==> src/rtl/ysyx_22040759_pkg.sv <==
// ---------------------------------------------------------------------------
// ysyx_22040759_pkg
// Shared constants and types for the ysyx_22040759 core front end.
//   ADDR_W / INST_W : address (64) and instruction (32) widths
//   RESET_PC        : PC loaded on reset
//   NOP             : canonical addi x0,x0,0, used by decode for flushed slots
//   fetch_entry_t   : one fetched instruction as held in the fetch buffer
// ---------------------------------------------------------------------------
package ysyx_22040759_pkg;

  localparam int unsigned ADDR_W = 64;
  localparam int unsigned INST_W = 32;

  localparam logic [ADDR_W-1:0] RESET_PC   = 64'h8000_0000;
  localparam logic [INST_W-1:0] NOP        = 32'h0000_0013;
  localparam logic [ADDR_W-1:0] INST_BYTES = 64'd4;

  typedef struct packed {
    logic [ADDR_W-1:0] pc;
    logic [INST_W-1:0] inst;
    logic              misalign;
  } fetch_entry_t;

  localparam int unsigned ENTRY_W = $bits(fetch_entry_t);

  // Instructions are 4-byte aligned; anything else is flagged for a trap
  // further down the pipe.
  function automatic logic is_misaligned(input logic [ADDR_W-1:0] pc);
    return pc[1:0] != 2'b00;
  endfunction

endpackage

==> src/rtl/ysyx_22040759_fetch_fifo.sv <==
// ---------------------------------------------------------------------------
// ysyx_22040759_fetch_fifo
// Small synchronous FIFO holding fetched entries between IF and ID.
//   clk, rst : clock, synchronous active-high reset
//   push     : write din this cycle (ignored when full and not popping)
//   pop      : drop the head entry this cycle (ignored when empty)
//   flush    : empty the FIFO; overrides push and pop
//   din      : entry to write
//   dout     : head entry (contents meaningless when count is 0)
//   count    : current occupancy, 0..DEPTH
// ---------------------------------------------------------------------------
module ysyx_22040759_fetch_fifo #(
  parameter  int unsigned WIDTH = 8,
  parameter  int unsigned DEPTH = 2,
  localparam int unsigned PTR_W = (DEPTH > 1) ? $clog2(DEPTH) : 1,
  localparam int unsigned CNT_W = $clog2(DEPTH + 1)
) (
  input  logic             clk,
  input  logic             rst,
  input  logic             push,
  input  logic             pop,
  input  logic             flush,
  input  logic [WIDTH-1:0] din,
  output logic [WIDTH-1:0] dout,
  output logic [CNT_W-1:0] count
);

  localparam logic [PTR_W-1:0] LAST_PTR = PTR_W'(DEPTH - 1);
  localparam logic [CNT_W-1:0] DEPTH_C  = CNT_W'(DEPTH);

  logic [WIDTH-1:0] mem_q [DEPTH];
  logic [PTR_W-1:0] rd_ptr_q, wr_ptr_q;
  logic [CNT_W-1:0] count_q;
  logic             do_push, do_pop;

  // Pointers wrap explicitly so non-power-of-two depths also work.
  function automatic logic [PTR_W-1:0] next_ptr(input logic [PTR_W-1:0] p);
    return (p == LAST_PTR) ? '0 : p + PTR_W'(1);
  endfunction

  // A push into a full FIFO is legal only when the head leaves the same cycle.
  assign do_pop  = pop & (count_q != '0);
  assign do_push = push & ((count_q != DEPTH_C) | do_pop);

  always_ff @(posedge clk) begin
    if (rst || flush) begin
      rd_ptr_q <= '0;
      wr_ptr_q <= '0;
      count_q  <= '0;
    end else begin
      if (do_push) wr_ptr_q <= next_ptr(wr_ptr_q);
      if (do_pop)  rd_ptr_q <= next_ptr(rd_ptr_q);
      unique case ({do_push, do_pop})
        2'b10:   count_q <= count_q + CNT_W'(1);
        2'b01:   count_q <= count_q - CNT_W'(1);
        default: count_q <= count_q;
      endcase
    end
  end

  // NOTE: the storage array is deliberately not reset; count_q alone decides
  // whether an entry is visible, so resetting data would only cost flops.
  always_ff @(posedge clk) begin
    if (do_push && !flush && !rst) mem_q[wr_ptr_q] <= din;
  end

  assign dout  = mem_q[rd_ptr_q];
  assign count = count_q;

endmodule

==> src/rtl/ysyx_22040759_if_stage.sv <==
// ---------------------------------------------------------------------------
// ysyx_22040759_if_stage
// Instruction fetch: owns the PC, addresses the instruction RAM and buffers
// {pc, inst, misalign} for decode behind a valid/ready handshake.
//   clk, rst           : clock, synchronous active-high reset
//   inst_raddr         : RAM byte address, straight from the PC register
//   inst               : RAM data for inst_raddr, same cycle
//   redirect_valid/_pc : branch/jump/trap target; flushes the buffer
//   id_valid/id_ready  : handshake with decode
//   id_pc/id_inst/id_misalign : head entry, forced to 0 when id_valid is 0
// ---------------------------------------------------------------------------
module ysyx_22040759_if_stage #(
  parameter logic [63:0]  RESET_PC = ysyx_22040759_pkg::RESET_PC,
  parameter int unsigned  DEPTH    = 2
) (
  input  logic                               clk,
  input  logic                               rst,
  output logic [ysyx_22040759_pkg::ADDR_W-1:0] inst_raddr,
  input  logic [ysyx_22040759_pkg::INST_W-1:0] inst,
  input  logic                               redirect_valid,
  input  logic [ysyx_22040759_pkg::ADDR_W-1:0] redirect_pc,
  output logic                               id_valid,
  input  logic                               id_ready,
  output logic [ysyx_22040759_pkg::ADDR_W-1:0] id_pc,
  output logic [ysyx_22040759_pkg::INST_W-1:0] id_inst,
  output logic                               id_misalign
);

  import ysyx_22040759_pkg::*;

  localparam int unsigned      CNT_W   = $clog2(DEPTH + 1);
  localparam logic [CNT_W-1:0] DEPTH_C = CNT_W'(DEPTH);

  logic [ADDR_W-1:0] pc_q, pc_d;
  logic [CNT_W-1:0]  fifo_count;
  fetch_entry_t      push_entry, head_entry;
  logic              pop, space, push;

  assign id_valid = (fifo_count != '0);
  assign pop      = id_valid & id_ready;
  // Counting the departing head as free space keeps a full buffer streaming
  // one instruction per cycle once decode is ready again.
  assign space    = (fifo_count < DEPTH_C) | pop;
  assign push     = space & ~redirect_valid;

  assign push_entry = '{pc: pc_q, inst: inst, misalign: is_misaligned(pc_q)};

  // Next-PC mux: redirect beats everything; otherwise advance only when the
  // fetched word was actually captured, so inst_raddr holds while stalled.
  always_comb begin
    pc_d = pc_q;
    if (redirect_valid) pc_d = redirect_pc;
    else if (space)     pc_d = pc_q + INST_BYTES;
  end

  // NOTE: state uses non-blocking assignments so every flop samples the
  // pre-edge values regardless of block ordering.
  always_ff @(posedge clk) begin
    if (rst) pc_q <= RESET_PC;
    else     pc_q <= pc_d;
  end

  // A handshake in a redirect cycle is void; flush already wins inside the
  // FIFO, so pop can be passed straight through.
  ysyx_22040759_fetch_fifo #(
    .WIDTH (ENTRY_W),
    .DEPTH (DEPTH)
  ) u_fifo (
    .clk   (clk),
    .rst   (rst),
    .push  (push),
    .pop   (pop),
    .flush (redirect_valid),
    .din   (push_entry),
    .dout  (head_entry),
    .count (fifo_count)
  );

  assign inst_raddr  = pc_q;
  assign id_pc       = head_entry.pc   & {ADDR_W{id_valid}};
  assign id_inst     = head_entry.inst & {INST_W{id_valid}};
  assign id_misalign = head_entry.misalign & id_valid;

endmodule

==> config.mk <==
export PLATFORM = sky130hd
export DESIGN_NAME = ysyx_22040759_if_stage
export DESIGN_NICKNAME = d
export VERILOG_FILES = /design/src/rtl/ysyx_22040759_pkg.sv /design/src/rtl/ysyx_22040759_fetch_fifo.sv /design/src/rtl/ysyx_22040759_if_stage.sv
export SDC_FILE = /design/constraint.sdc
export NUM_CORES = 1
export LEC_CHECK = 0
export CAP_MARGIN = 20
export CORE_MARGIN = 3
export CORE_UTILIZATION = 45
export CTS_CLUSTER_SIZE = 8
export DETAILED_ROUTE_END_ITERATION = 8
export PLACE_DENSITY = 0.75
export SLEW_MARGIN = 10
export SYNTH_ARGS = -nofsm -noshare
export SYNTH_HDL_FRONTEND = slang
export SYNTH_SLANG_ARGS = --single-unit
export TNS_END_PERCENT = 10
==> constraint.sdc <==
create_clock -name clk -period 6.1 [get_ports clk]
set_clock_uncertainty 0.1 [all_clocks]
set_input_delay 0.61 -clock clk [delete_from_list [all_inputs] [get_ports clk]]
set_output_delay 0.61 -clock clk [all_outputs]
set_load 0.03 [all_outputs]
Word level (Yosys, flattened, before mapping)
Memory sizes are Yosys's and may differ from the RTL's. A register that Yosys moved wholly into a read port is not among the register bits.
Cells that the tools add are included.
- register bits: 68
- latch bits: 0
- bits in writable memories: 194
- bits in read-only memories: 0
- output and inout bits: 162
- memories: 1
- $add $sub $neg: 5
- multiply operators: 0
- div/mod/pow operators: 0
- magnitude comparators: 1
- eq/ne operators: 3
- shift operators: 0
- muxes and demuxes: 9
- bitwise gates (word level): 10
- reduce and logical (&&, ||, !) cells: 9
- memories (name ; words ; bits a word ; rd ports ; clocked after memory_dff ; wr ports ; line ; text):
    u_fifo.mem_q ; 2 ; 97 ; 1 ; 1 ; 1 ; ysyx_22040759_fetch_fifo.sv:31 ; logic [WIDTH-1:0] mem_q [DEPTH];
- operators by type and width (cell ; number):
    2-to-1 mux 64 bit ; 2
    adder 64 x 3 -> 64 bit (second input constant) ; 1
    bitwise AND 64 bit ; 1
    bitwise AND 32 bit ; 1
    nonzero test 2 bit ; 4
    2-to-1 mux 1 bit ; 6
    bitwise AND 1 bit ; 5
    case mux 2 bit (2 select lines) ; 1
    adder 1 bit (second input constant) ; 2
    adder 2 x 1 -> 2 bit (second input constant) ; 1
    == test 2 x 1 -> 1 bit (second input constant) ; 1
    == test 2 bit (second input constant) ; 1
    logical AND 1 bit ; 2
    logical NOT 1 bit ; 2
    less-than comparator 2 bit (second input constant) ; 1
    inequality test 2 bit (second input constant) ; 1
    OR 1 bit ; 2
    subtractor 2 x 1 -> 2 bit (second input constant) ; 1
    logical OR 1 bit ; 1
    inverter 1 bit ; 1

Logic depth before layout (Yosys ltp)
Gate-level depths: netlist (run 1).
- depth in word-level cells: 9
- depth in mapped cells: 10

Cells and area by module
From an unflattened synthesis (run 1), not the netlist that was laid out.
- cells, all modules: 991
- area total of the unflattened synthesis: 12210.5 sq um
- modules (own cells, without submodules) (module ; instances ; cells each ; area an instance (sq um) ; sequential area each (sq um)):
    ysyx_22040759_fetch_fifo ; 1 ; 326 ; 7224.4 ; 5925.7
    ysyx_22040759_if_stage ; 1 ; 665 ; 4986.0 ; 1281.2

Worst setup path after synthesis (run 1)
Ideal clock, no wire load.
- path kind: in2reg
- start point: in id_ready
- end point: mem u_fifo.mem_q[0][0] (netlist name), enable pin
- library setup time: 554 ps
- data arrival time: 5243 ps
- data required time: 5446 ps
- setup slack: 203 ps
- cell stages on the path: 4
- path buffers: 1
- path through: nand2b_1 -> clkbuf_1 -> nand3_1 -> nor2_1
- longest elaborated chain between the ends: 8
- elaborated cells between the ends (all ways): 10
- classes of those cells: 2 x mux; 6 x bitwise; 2 x reduce/logical
- ends and longest elaborated chain (item ; line ; text):
    start, declared ; ysyx_22040759_if_stage.sv:23 ; input logic id_ready,
    bitwise AND 1 bit (*) ; ysyx_22040759_if_stage.sv:40 ; assign pop = id_valid & id_ready;
    OR 1 bit / bitwise AND 1 bit (equally long branches) ; ysyx_22040759_if_stage.sv:43, ysyx_22040759_fetch_fifo.sv:42 ;
    bitwise AND 1 bit / OR 1 bit (equally long branches) ; ysyx_22040759_if_stage.sv:44, ysyx_22040759_fetch_fifo.sv:43 ;
    bitwise AND 1 bit (*) ; ysyx_22040759_fetch_fifo.sv:43 ; assign do_push = push & ((count_q != DEPTH_C) | do_pop);
    logical AND 1 bit (*) (2 in series) ; ysyx_22040759_fetch_fifo.sv:64 ; if (do_push && !flush && !rst) mem_q[wr_ptr_q] <= din;
    2-to-1 mux 1 bit (*) ; ysyx_22040759_fetch_fifo.sv:64 ;
    2-to-1 mux 1 bit (implied by the code) (*) ; ysyx_22040759_fetch_fifo.sv:64 ;
    end, declared ; ysyx_22040759_fetch_fifo.sv:31 ;
Every way passes the cells marked *; elsewhere a longest branch is shown, timed or not.

Final worst setup path (run 1)
- start point: reg u_fifo.count_q[1], in the netlist u_fifo.count[1]
- end point: out id_pc[25] (netlist name)
- longest elaborated chain between the ends: 2
- ends and longest elaborated chain (item ; line ; text):
    start, declared ; ysyx_22040759_fetch_fifo.sv:33 ; logic [CNT_W-1:0] count_q;
    start signal, assigned ; ysyx_22040759_fetch_fifo.sv:54 ; 2'b10: count_q <= count_q + CNT_W'(1);
    start signal, assigned ; ysyx_22040759_fetch_fifo.sv:55 ; 2'b01: count_q <= count_q - CNT_W'(1);
    start signal, assigned ; ysyx_22040759_fetch_fifo.sv:56 ; default: count_q <= count_q;
    nonzero test 2 bit ; ysyx_22040759_if_stage.sv:39 ; assign id_valid = (fifo_count != '0);
    bitwise AND 64 bit ; ysyx_22040759_if_stage.sv:80 ; assign id_pc = head_entry.pc & {ADDR_W{id_valid}};
    end, declared ; ysyx_22040759_if_stage.sv:24 ; output logic [ysyx_22040759_pkg::ADDR_W-1:0] id_pc,
Every way passes these cells.

==> impl_results.md, run 1 <==
* Port Buffers at 261
* Max cap viols at 0
* Post-Syn Instances at 1019
* Clk network pwr share at 0.425
* Sequential standard cell area at 7211 sq um
* GRT Total Usage at 0.2128
* Slew HR at 0.2733
* DR WL/cell at 20.07 um
* WL met1 at 13840 um
* Worst setup startpoint: u_fifo.count[1]
* Commonest cells after routing, fill and taps aside: clkdlybuf4s50_1 (260), edfxtp_1 (194), nor2_1 (164), mux2i_1 (106), dfxtp_1 (68)
* Initial Utilization at 0.4591
* Static Leak at 4.944 nW
* Worst Path Arrival at 3080 ps
* Fin nets at 1318
* Yosys warning count at 0
* Register-to-Register Setup Slack at 3210 ps
* Slew Limit Fails at 0
* Post-CTS Hold Buffers at 0
* Via count at 8780
* Max VDD drop at 0.2163 mV
* Data required time of the critical path at 5390 ps
* Seq/Total Area, Yosys at 0.6007
* Worst setup path end: id_pc[25]
* Total Routed Length at 31750 um
* Crit-path max FO at 62
* Postcts setup bufs at 0
* Die Y at 169.3 um
* Core box area at 26130 sq um
* Core Rows at 59
* Pin count of the biggest net entering global routing at 102
* R2r endpoint: inst_raddr[45]
* Syn_area_per_cell at 11.77 sq um
* Post-place setup slack at 2496 ps
* Worst Setup End Kind: output port
* Die area at 28660 sq um
* Fmax at 264.1 MHz
* Worst setup SP type: flop
* Net switching fraction of the power at 0.2455
* Vias per Instance at 5.550
* Total gr overflow at 0
* DRT iter0 DRCs at 795
* Netlist cell types at 55
* Max layer used: met4
* Longest Clk Path Bufs at 3
* Final total power at 0.004550 W
* Clock Tree Root: clkbuf_16
* Post-route ant nets at 0
* Unrepaired setup endpoints after global routing: no
* Most common cell after layout, fill and taps aside: clkdlybuf4s50_1
* Total CTS buffers at 38
* Footprint of the multi-input gates at 4096 sq um
* Fin. Hold Viols at 0
* Worst slew pin tran at 1088 ps
* Internal power at 0.003433 W
* WL met2 at 14490 um
* Worst-Skew Late Latency at 520 ps
* Post-synth EDFFs at 194
* Metal3 WL at 2769 um
* Layout cell share with drive strength beyond 1 at 0.06019
* Crit path time final at 3787 ps
* Power share of the sequential group at 0.460
* DIE WIDTH at 169.3 um
* Setup Viol. Count Final at 0
* Register bit count reported by yosys at 263
* Combinational share of power at 0.116
* Post-route setup slack at 2313 ps
* Worst hold path type: flop to flop
* IO Pins at 262
* Mapped Area at 12000 sq um
* FILL cells at 2120
* First-pass GRT wire length at 47960 um
* Reg-to-Reg Start: inst_raddr[10]
* Run status: completed
* Resized Gates After CTS at 0
* Hold slack at 405.4 ps
* P&R area growth vs syn at 29.92%
* Synth async-reset ratio at 0
* Power per Cell Area at 291.9 nW/um^2
* DR DRC count at 0
* Drt first pass iters at 5
* Crit path kind: flop to output port
* R2R depth at 5
* Core Util, Final at 0.5965
* Initial antenna violation count at 0
* H-tree depth at 2
* Final GP Congestion at 0.8793
* CTS tree: built
* Syn_nets at 1121
* DP HPWL at 21630 um
* Sink Count at 263
* Setup TNS at 0 ps
* Vias in the first global route at 8255
* Clock-pin slew of the registers on the worst-case setup and hold paths at 50 ps
* Switch Pwr at 0.001117 W
* Most used DFF post-synth: edfxtp_1
* Period Utilization, post-route at 0.6208
-- registers in the layout (all words and copies together), names as in the netlist, named ones only --
signal           count
u_fifo.rd_ptr_q      1
inst_raddr          64
u_fifo.mem_q       194
u_fifo.wr_ptr_q      1
u_fifo.count         2
-- logic make-up after synthesis --
group / share of synthesized area
AO/OA/AOI/OAI: 0.05193
XOR/XNOR: 0.02555
adder cells (fa/ha/maj): 0.002085
buffers and inverters: 0.05934
flip-flops: 0.6007
multiplexers: 0.09031
AND/OR/NAND/NOR: 0.1701
-- cells in the mapped netlist, types with 3 or more instances --
| cell type | n | share of area |
|---|---|---|
| edfxtp_1 | 194 | 0.49 |
| nor2_1 | 166 | 0.052 |
| mux2i_1 | 106 | 0.088 |
| dfxtp_1 | 69 | 0.12 |
| buf_4 | 64 | 0.040 |
| nand2_1 | 47 | 0.015 |
| clkbuf_1 | 44 | 0.014 |
| nand4_1 | 33 | 0.017 |
| nand3_1 | 30 | 0.013 |
| a211oi_1 | 24 | 0.015 |
| xnor2_1 | 24 | 0.018 |
| nor3_1 | 22 | 0.0092 |
| nor4_1 | 22 | 0.011 |
| and3_1 | 16 | 0.0083 |
| or4_1 | 15 | 0.0094 |
| or3_1 | 14 | 0.0073 |
| a311oi_1 | 13 | 0.0095 |
| o21ai_0 | 11 | 0.0046 |
| xor2_1 | 11 | 0.0080 |
| a21oi_1 | 10 | 0.0042 |
| and2_1 | 7 | 0.0036 |
| o31ai_1 | 7 | 0.0044 |
| and4_1 | 6 | 0.0044 |
| buf_1 | 6 | 0.0019 |
| inv_1 | 4 | 0.0013 |
| nand2b_1 | 4 | 0.0021 |
| o211ai_1 | 4 | 0.0025 |
| or2_2 | 4 | 0.0021 |
| a2111oi_0 | 3 | 0.0022 |
| a22oi_1 | 3 | 0.0019 |
| nor2b_1 | 3 | 0.0016 |
| nor4b_1 | 3 | 0.0022 |
| or4_4 | 3 | 0.0028 |
-- worst max-delay path, cell delays in order, from the launching register on --
cell and delay [ps]:
dfxtp_1 360, nor2_4 730, buf_4 630, nor2_1 150, clkdlybuf4s50_1 640
-- final cells by class --
type	instances	share of cell area
multi-input combinational	635	0.2628
antenna	1	0.0001605
inverter	5	0.001204
sequential	263	0.4626
tap	335	0.02689
clock buffer	68	0.06959
clock inverter	2	0.002087
timing repair buffer	273	0.1747
-- power by group through the flow --
stage | Sequential (W) | Combinational [W] | Clock, W
global route | 0.00210 | 0.000558 | 0.00205
global placement | 0.00212 | 0.000519 | 0
detailed placement | 0.00212 | 0.000525 | 0
finish | 0.00209 | 0.000526 | 0.00193
CTS | 0.00209 | 0.000528 | 0.00197
floorplan | 0.00209 | 0.000329 | 0
-- how the worst min path moves through the flow --
| stage | startpoint | end | slack (ps) | cells past startpoint |
|---|---|---|---|---|
| final | inst_raddr[0] | u_fifo.mem_q[0][33] | 410 | 0 |
| after global routing | inst_raddr[1] | u_fifo.mem_q[1][34] | 430 | 0 |
| after CTS | inst_raddr[0] | u_fifo.mem_q[0][33] | 410 | 0 |
| after detailed placement | inst_raddr[0] | u_fifo.mem_q[0][33] | 400 | 0 |
| after global placement | inst_raddr[1] | u_fifo.mem_q[0][34] | 400 | 0 |
| after floorplan | inst_raddr[17] | u_fifo.mem_q[0][50] | 350 | 0 |
-- per-layer routing --
metal  vias to the layer above  GRT usage
li1                       4145          -
met1                      4180     0.3022
met2                       405     0.3324
met3                        50    0.04962
met4                         0    0.05619
met5                         -          0
-- stage by stage --
step / cell area, sq um / cells
5_1_grt: 15580 / 1581
6_report: 15590 / 1582
4_1_cts: 15560 / 1580
3_5_place_dp: 14450 / 1510
3_3_place_gp: 14450 / 1510
2_1_floorplan: 12000 / 1019
(Power assumes the default switching activity.)
==> run 2: changes to the inputs <==
PLACE_DENSITY = 0.72   (was 0.75)
clock period = 3.8 ns   (was 6.1 ns; I/O delays follow)
==> impl_results.md, run 2 (same netlist as run 1, synthesis figures left out) <==
* Run status: completed
* Crit path kind: flop to output port
* CTS tree: built
* Slew HR at 0.4212 (+0.1478)
* Max VDD drop at 0.3650 mV (+69%)
* Slew Limit Fails at 0 (unchanged)
* Pin count of the biggest net entering global routing at 74 (-27%)
* Data required time of the critical path at 3320 ps (-2070 ps)
* DR WL/cell at 20.21 um (+0.70%)
* Post-CTS Hold Buffers at 0 (unchanged)
* WL met2 at 15360 um (+6.0%)
* Resized Gates After CTS at 0 (unchanged)
* Top reg by flops: u_fifo.mem_q
* Period Utilization, post-route at 0.8228
* Die area at 28660 sq um (unchanged)
* Total gr overflow at 0 (unchanged)
* P&R area growth vs syn at 31.03%
* Post-route setup slack at 673.4 ps (-1640 ps)
* Commonest cells after routing, fill and taps aside: clkdlybuf4s50_1 (260), edfxtp_1 (194), nor2_1 (164), mux2i_1 (106), dfxtp_1 (68)
* Setup Viol. Count Final at 0 (unchanged)
* Post-route ant nets at 0 (unchanged)
* Layout cell share with drive strength beyond 1 at 0.06842 (+0.008224)
* Worst hold path type: input pin to flop
* Initial Utilization at 0.4591 (unchanged)
* Metal3 WL at 2491 um (-10%)
* Final total power at 0.007316 W (+61%)
* Unrepaired setup endpoints after global routing: no
* WL met1 at 13900 um (+0.42%)
* Crit path cell chain: buf_4 > buf_4 > mux2i_1 > nor2_1 > clkdlybuf4s50_1
* Worst setup SP type: flop
* DRT iter0 DRCs at 665 (-16%)
* Drt first pass iters at 5 (unchanged)
* Worst Path Arrival at 2650 ps (-430 ps)
* Power per Cell Area at 465.4 nW/um^2 (+59%)
* Placed insts at 1522 (+0.79%)
* Total Routed Length at 32190 um (+1.4%)
* Total CTS buffers at 38 (unchanged)
* Postcts setup bufs at 0 (unchanged)
* Crit path time final at 3127 ps
* Initial antenna violation count at 1 (+1)
* Clk network pwr share at 0.425 (about the same)
* Final GP Congestion at 0.8867 (+0.84%)
* DP HPWL at 22210 um (+2.7%)
* Slowest Stage Delay on Critical Path at 740 ps (about the same)
* Port Buffers at 261 (unchanged)
* Core box area at 26130 sq um (unchanged)
* Fin. Hold Viols at 0 (unchanged)
* Via count at 8845 (+0.74%)
* DR DRC count at 0 (unchanged)
* Crit-path max FO at 25 (-60%)
* Internal power at 0.005520 W (+61%)
* Switch Pwr at 0.001796 W (+61%)
* Sink Count at 263 (unchanged)
* DIE WIDTH at 169.3 um (unchanged)
* Vias per Instance at 5.552 (about the same)
* Most common cell after layout, fill and taps aside: clkdlybuf4s50_1
* Worst slew pin tran at 860.3 ps (-227.5 ps)
* Dpl cell area at 14600 sq um (+1.1%)
* CP dominant cell by count: buf_4
* GRT Total Usage at 0.2177 (+0.004905)
* Post-place setup slack at 851.5 ps (-1645 ps)
* Core Rows at 59 (unchanged)
* Largest register FFs at 194 (unchanged)
* Fin nets at 1329 (+0.83%)
* Clock-pin slew of the registers on the worst-case setup and hold paths at 50 ps (about the same)
* Combinational share of power at 0.118 (+0.002)
* Final instance area at 15720 sq um (+0.85%)
* Longest Clk Path Bufs at 3 (unchanged)
* Fmax at 319.8 MHz
* Net switching fraction of the power at 0.2455 (about the same)
* Static Leak at 5.011 nW (+1.4%)
* First-pass GRT wire length at 49150 um (+2.5%)
* Worst-Skew Late Latency at 510 ps (about the same)
* Clock Tree Root: clkbuf_16
* Non-Filler Instances at 1593 (+0.70%)
* CP max-delay cell: clkdlybuf4s50_1
* Vias in the first global route at 8596 (+4.1%)
* IO Pins at 262 (unchanged)
* Worst Setup End Kind: output port
* FILL cells at 2099 (-0.99%)
* Power share of the sequential group at 0.457 (-0.003)
* H-tree depth at 2 (unchanged)
* Max cap viols at 0 (unchanged)
* Max layer used: met4
* Die Y at 169.3 um (unchanged)
## run 2: cell types whose count changed in the layout (fill, tap and decap cells not counted)
cell    change
buf_4       +7
buf_12      +4
## run 2: critical path, delay by kind of cell, from the launching register on
| kind | cells | cell delay [ps] |
|---|---|---|
| buf+inv | 3 | 1250 |
| flops | 1 | 650 |
| simple gates | 1 | 140 |
| mux | 1 | 70 |
## run 2: through the flow
stage | setup TNS, ps | hold slack [ps] | utilization
after global placement | 0 | 398.8 | 0.5587
after detailed placement | 0 | 408.8 | 0.5587
final | 0 | 207.2 | 0.6016
after floorplan | -20210 | 346.8 | -
after global routing | 0 | 249.4 | 0.6016
after CTS | 0 | 197.1 | 0.6015
## run 2: metal layers
layer	track usage	vias to the layer above
li1	-	4173
met4	0.05334	0
met3	0.04962	36
met5	0	-
met1	0.2939	4257
met2	0.3603	379
## run 2: power by group through the flow
stage | clock network [W] | registers [W] | logic [W]
after floorplan | 0 | 0.00336 | 0.000529
after global placement | 0 | 0.00339 | 0.000855
after detailed placement | 0 | 0.00340 | 0.000864
after CTS | 0.00317 | 0.00335 | 0.000868
after global routing | 0.00330 | 0.00336 | 0.000916
final | 0.00311 | 0.00335 | 0.000862
## run 2: final timing paths
check	startpoint	to	slack, ps	depth (start not counted)
max reg2reg	inst_raddr[31]	inst_raddr[61]	1020	5
min reg2reg	inst_raddr[0]	u_fifo.mem_q[1][33]	410	0
max	flop	id_pc[3]	670	5
min	rst	inst_raddr[43]	210	2
## run 2: layout make-up
class	instances	area, sq um	share of cell area
sequential	263	7211	0.4587
tap	335	419.2	0.02666
antenna	1	2.502	0.0001592
clock buffer	68	1085	0.06901
clock inverter	2	32.53	0.002069
multi-input combinational	635	4096	0.2606
timing repair buffer	284	2855	0.1816
inverter	5	18.77	0.001194
==> run 3: changes to the inputs <==
clock period = 3.1 ns   (was 3.8 ns; I/O delays follow)
==> impl_results.md, run 3 (same netlist as run 1, synthesis figures left out) <==
* Run status: completed
* Post-route ant nets at 0 (unchanged)
* Drt first pass iters at 4 (-1)
* # diodes at 0 (-1)
* Worst Setup End Kind: output port
* Max VDD drop at 0.4381 mV (+20%)
* Core Util, Final at 0.6074 (+0.005842)
* Worst path top cell family by delay: buffers and inverters
* Clock Tree Root: clkbuf_16
* Die Y at 169.3 um (unchanged)
* DRT iter0 DRCs at 782 (+18%)
* Post-CTS Hold Buffers at 0 (unchanged)
* Setup TNS at 0 ps (unchanged)
* Sink Count at 263 (unchanged)
* Worst hold path type: input pin to flop
* Final GP Congestion at 0.9126 (+2.9%)
* Crit-path max FO at 32 (+28%)
* Hold endpoint: inst_raddr[6]
* Worst setup SP type: flop
* Register-to-Register Setup Slack at 540 ps (-480 ps)
* Die area at 28660 sq um (unchanged)
* Initial Utilization at 0.4591 (unchanged)
* Hold slack at 124.2 ps (-82.96 ps)
* Fin. Hold Viols at 0 (unchanged)
* Resized Gates After CTS at 0 (unchanged)
* Data required time of the critical path at 2690 ps (-630 ps)
* Slew HR at 0.4924 (+0.07126)
* Period Utilization, post-route at 0.8916
* GRT Total Usage at 0.2238 (+0.006003)
* Sequential standard cell area at 7211 sq um (unchanged)
* Fmax at 361.8 MHz
* P&R area growth vs syn at 32.30%
* Crit path kind: flop to output port
* Power per Cell Area at 564.4 nW/um^2 (+21%)
* Hold depth at 2 (unchanged)
* Worst slew pin tran at 761.4 ps (-98.95 ps)
* Commonest cells after routing, fill and taps aside: clkdlybuf4s50_1 (260), edfxtp_1 (194), nor2_1 (164), mux2i_1 (106), dfxtp_1 (68)
* Core Rows at 59 (unchanged)
* Top reg by flops: u_fifo.mem_q
* Via count at 8992 (+1.7%)
* H-tree depth at 2 (unchanged)
* Fin nets at 1350 (+1.6%)
* Core box area at 26130 sq um (unchanged)
* First-pass GRT wire length at 50560 um (+2.9%)
* Postcts setup bufs at 0 (unchanged)
* Post-route setup slack at 336.0 ps (-337.5 ps)
* Total Routed Length at 32940 um (+2.3%)
* Hold_sp: rst
* CP max-delay cell: clkdlybuf4s50_1
* Max cap viols at 0 (unchanged)
* DR DRC count at 0 (unchanged)
* Initial antenna violation count at 0 (-1)
* Most common cell after layout, fill and taps aside: clkdlybuf4s50_1
* Setup Viol. Count Final at 0 (unchanged)
* Crit path time final at 2764 ps
* CTS tree: built
* Vias in the first global route at 8780 (+2.1%)
* Largest register FFs at 194 (unchanged)
* Total gr overflow at 0 (unchanged)
* Port Buffers at 261 (unchanged)
* Unrepaired setup endpoints after global routing: no
* Worst Path Buf+Inv at 2 (-1)
* Clock-pin slew of the registers on the worst-case setup and hold paths at 50 ps (about the same)
* Slowest Stage Delay on Critical Path at 610 ps (-130 ps)
* R2R depth at 5 (unchanged)
* DR WL/cell at 20.43 um (+1.1%)
* Worst-Skew Late Latency at 520 ps (about the same)
* Layout cell share with drive strength beyond 1 at 0.08379 (+0.01537)
* DIE WIDTH at 169.3 um (unchanged)
* Total CTS buffers at 38 (unchanged)
* FILL cells at 2108 (+0.43%)
* R2r endpoint: inst_raddr[40]
* Longest Clk Path Bufs at 3 (unchanged)
* IO Pins at 262 (unchanged)
* DP HPWL at 23320 um (+5.0%)
* Reg-to-Reg Start: inst_raddr[30]
* Static Leak at 5.117 nW (+2.1%)
* Pin count of the biggest net entering global routing at 73 (-1.4%)
* Post-place setup slack at 395.5 ps (-455.9 ps)
* Footprint of the multi-input gates at 4096 sq um (unchanged)
* Slew Limit Fails at 0 (unchanged)
* Crit path cell chain: buf_12 > mux2i_1 > nor2_1 > clkdlybuf4s50_1
* Worst Path Arrival at 2350 ps (-300 ps)
* Vias per Instance at 5.578 (+0.46%)
-- run 3: cell types whose count changed in the layout (fill, tap and decap cells not counted) --
cell and change:
buf_4 +19, buf_12 +2, diode_2 -1, clkinv_8 -1
clkbuf_1 -1, clkbuf_16 -1, inv_6 +2
-- run 3: worst max path at each step --
stage | startpoint | endpoint | slack [ps] | cells after the start
2_1_floorplan | redirect_valid | u_fifo.mem_q[1][0] | -840 | 5
3_3_place_gp | id_ready | inst_raddr[33] | 420 | 6
3_5_place_dp | id_ready | u_fifo.mem_q[0][30] | 400 | 6
4_1_cts | flop | id_pc[24] | 290 | 4
5_1_grt | flop | id_misalign | 240 | 4
6_report | flop | id_pc[24] | 340 | 4
-- run 3: layout make-up --
class / count / area share
Sequential cell: 263 / 0.4543
Clock buffer: 66 / 0.06653
Clock inverter: 3 / 0.002128
Tap cell: 335 / 0.02641
Multi-Input combinational cell: 635 / 0.2581
Inverter: 5 / 0.001182
Timing Repair Buffer: 305 / 0.1914
-- run 3: layer usage --
metal / share of wire / up-vias / GRT usage
li1: - / 4207 / -
met1: 0.43 / 4339 / 0.3052
met2: 0.47 / 399 / 0.3628
met3: 0.080 / 47 / 0.05451
met4: 0.020 / 0 / 0.05690
met5: 0 / - / 0
-- run 3: stage by stage --
step                cell area [sq um]  cells  power (W)
floorplan                       12010   1019   0.004763
global placement                14780   1543   0.005245
detailed placement              14780   1543   0.005265
CTS                             15870   1612   0.009035
global route                    15870   1612   0.009274
finish                          15870   1612   0.008959
-- run 3: power breakdown --
part	switching, W	total (W)	internal, W
clock	0.00146	0.00376	0.00230
sequential	0.000125	0.00407	0.00395
combinational	0.000640	0.00112	0.000483
total	0.00223	0.00896	0.00673
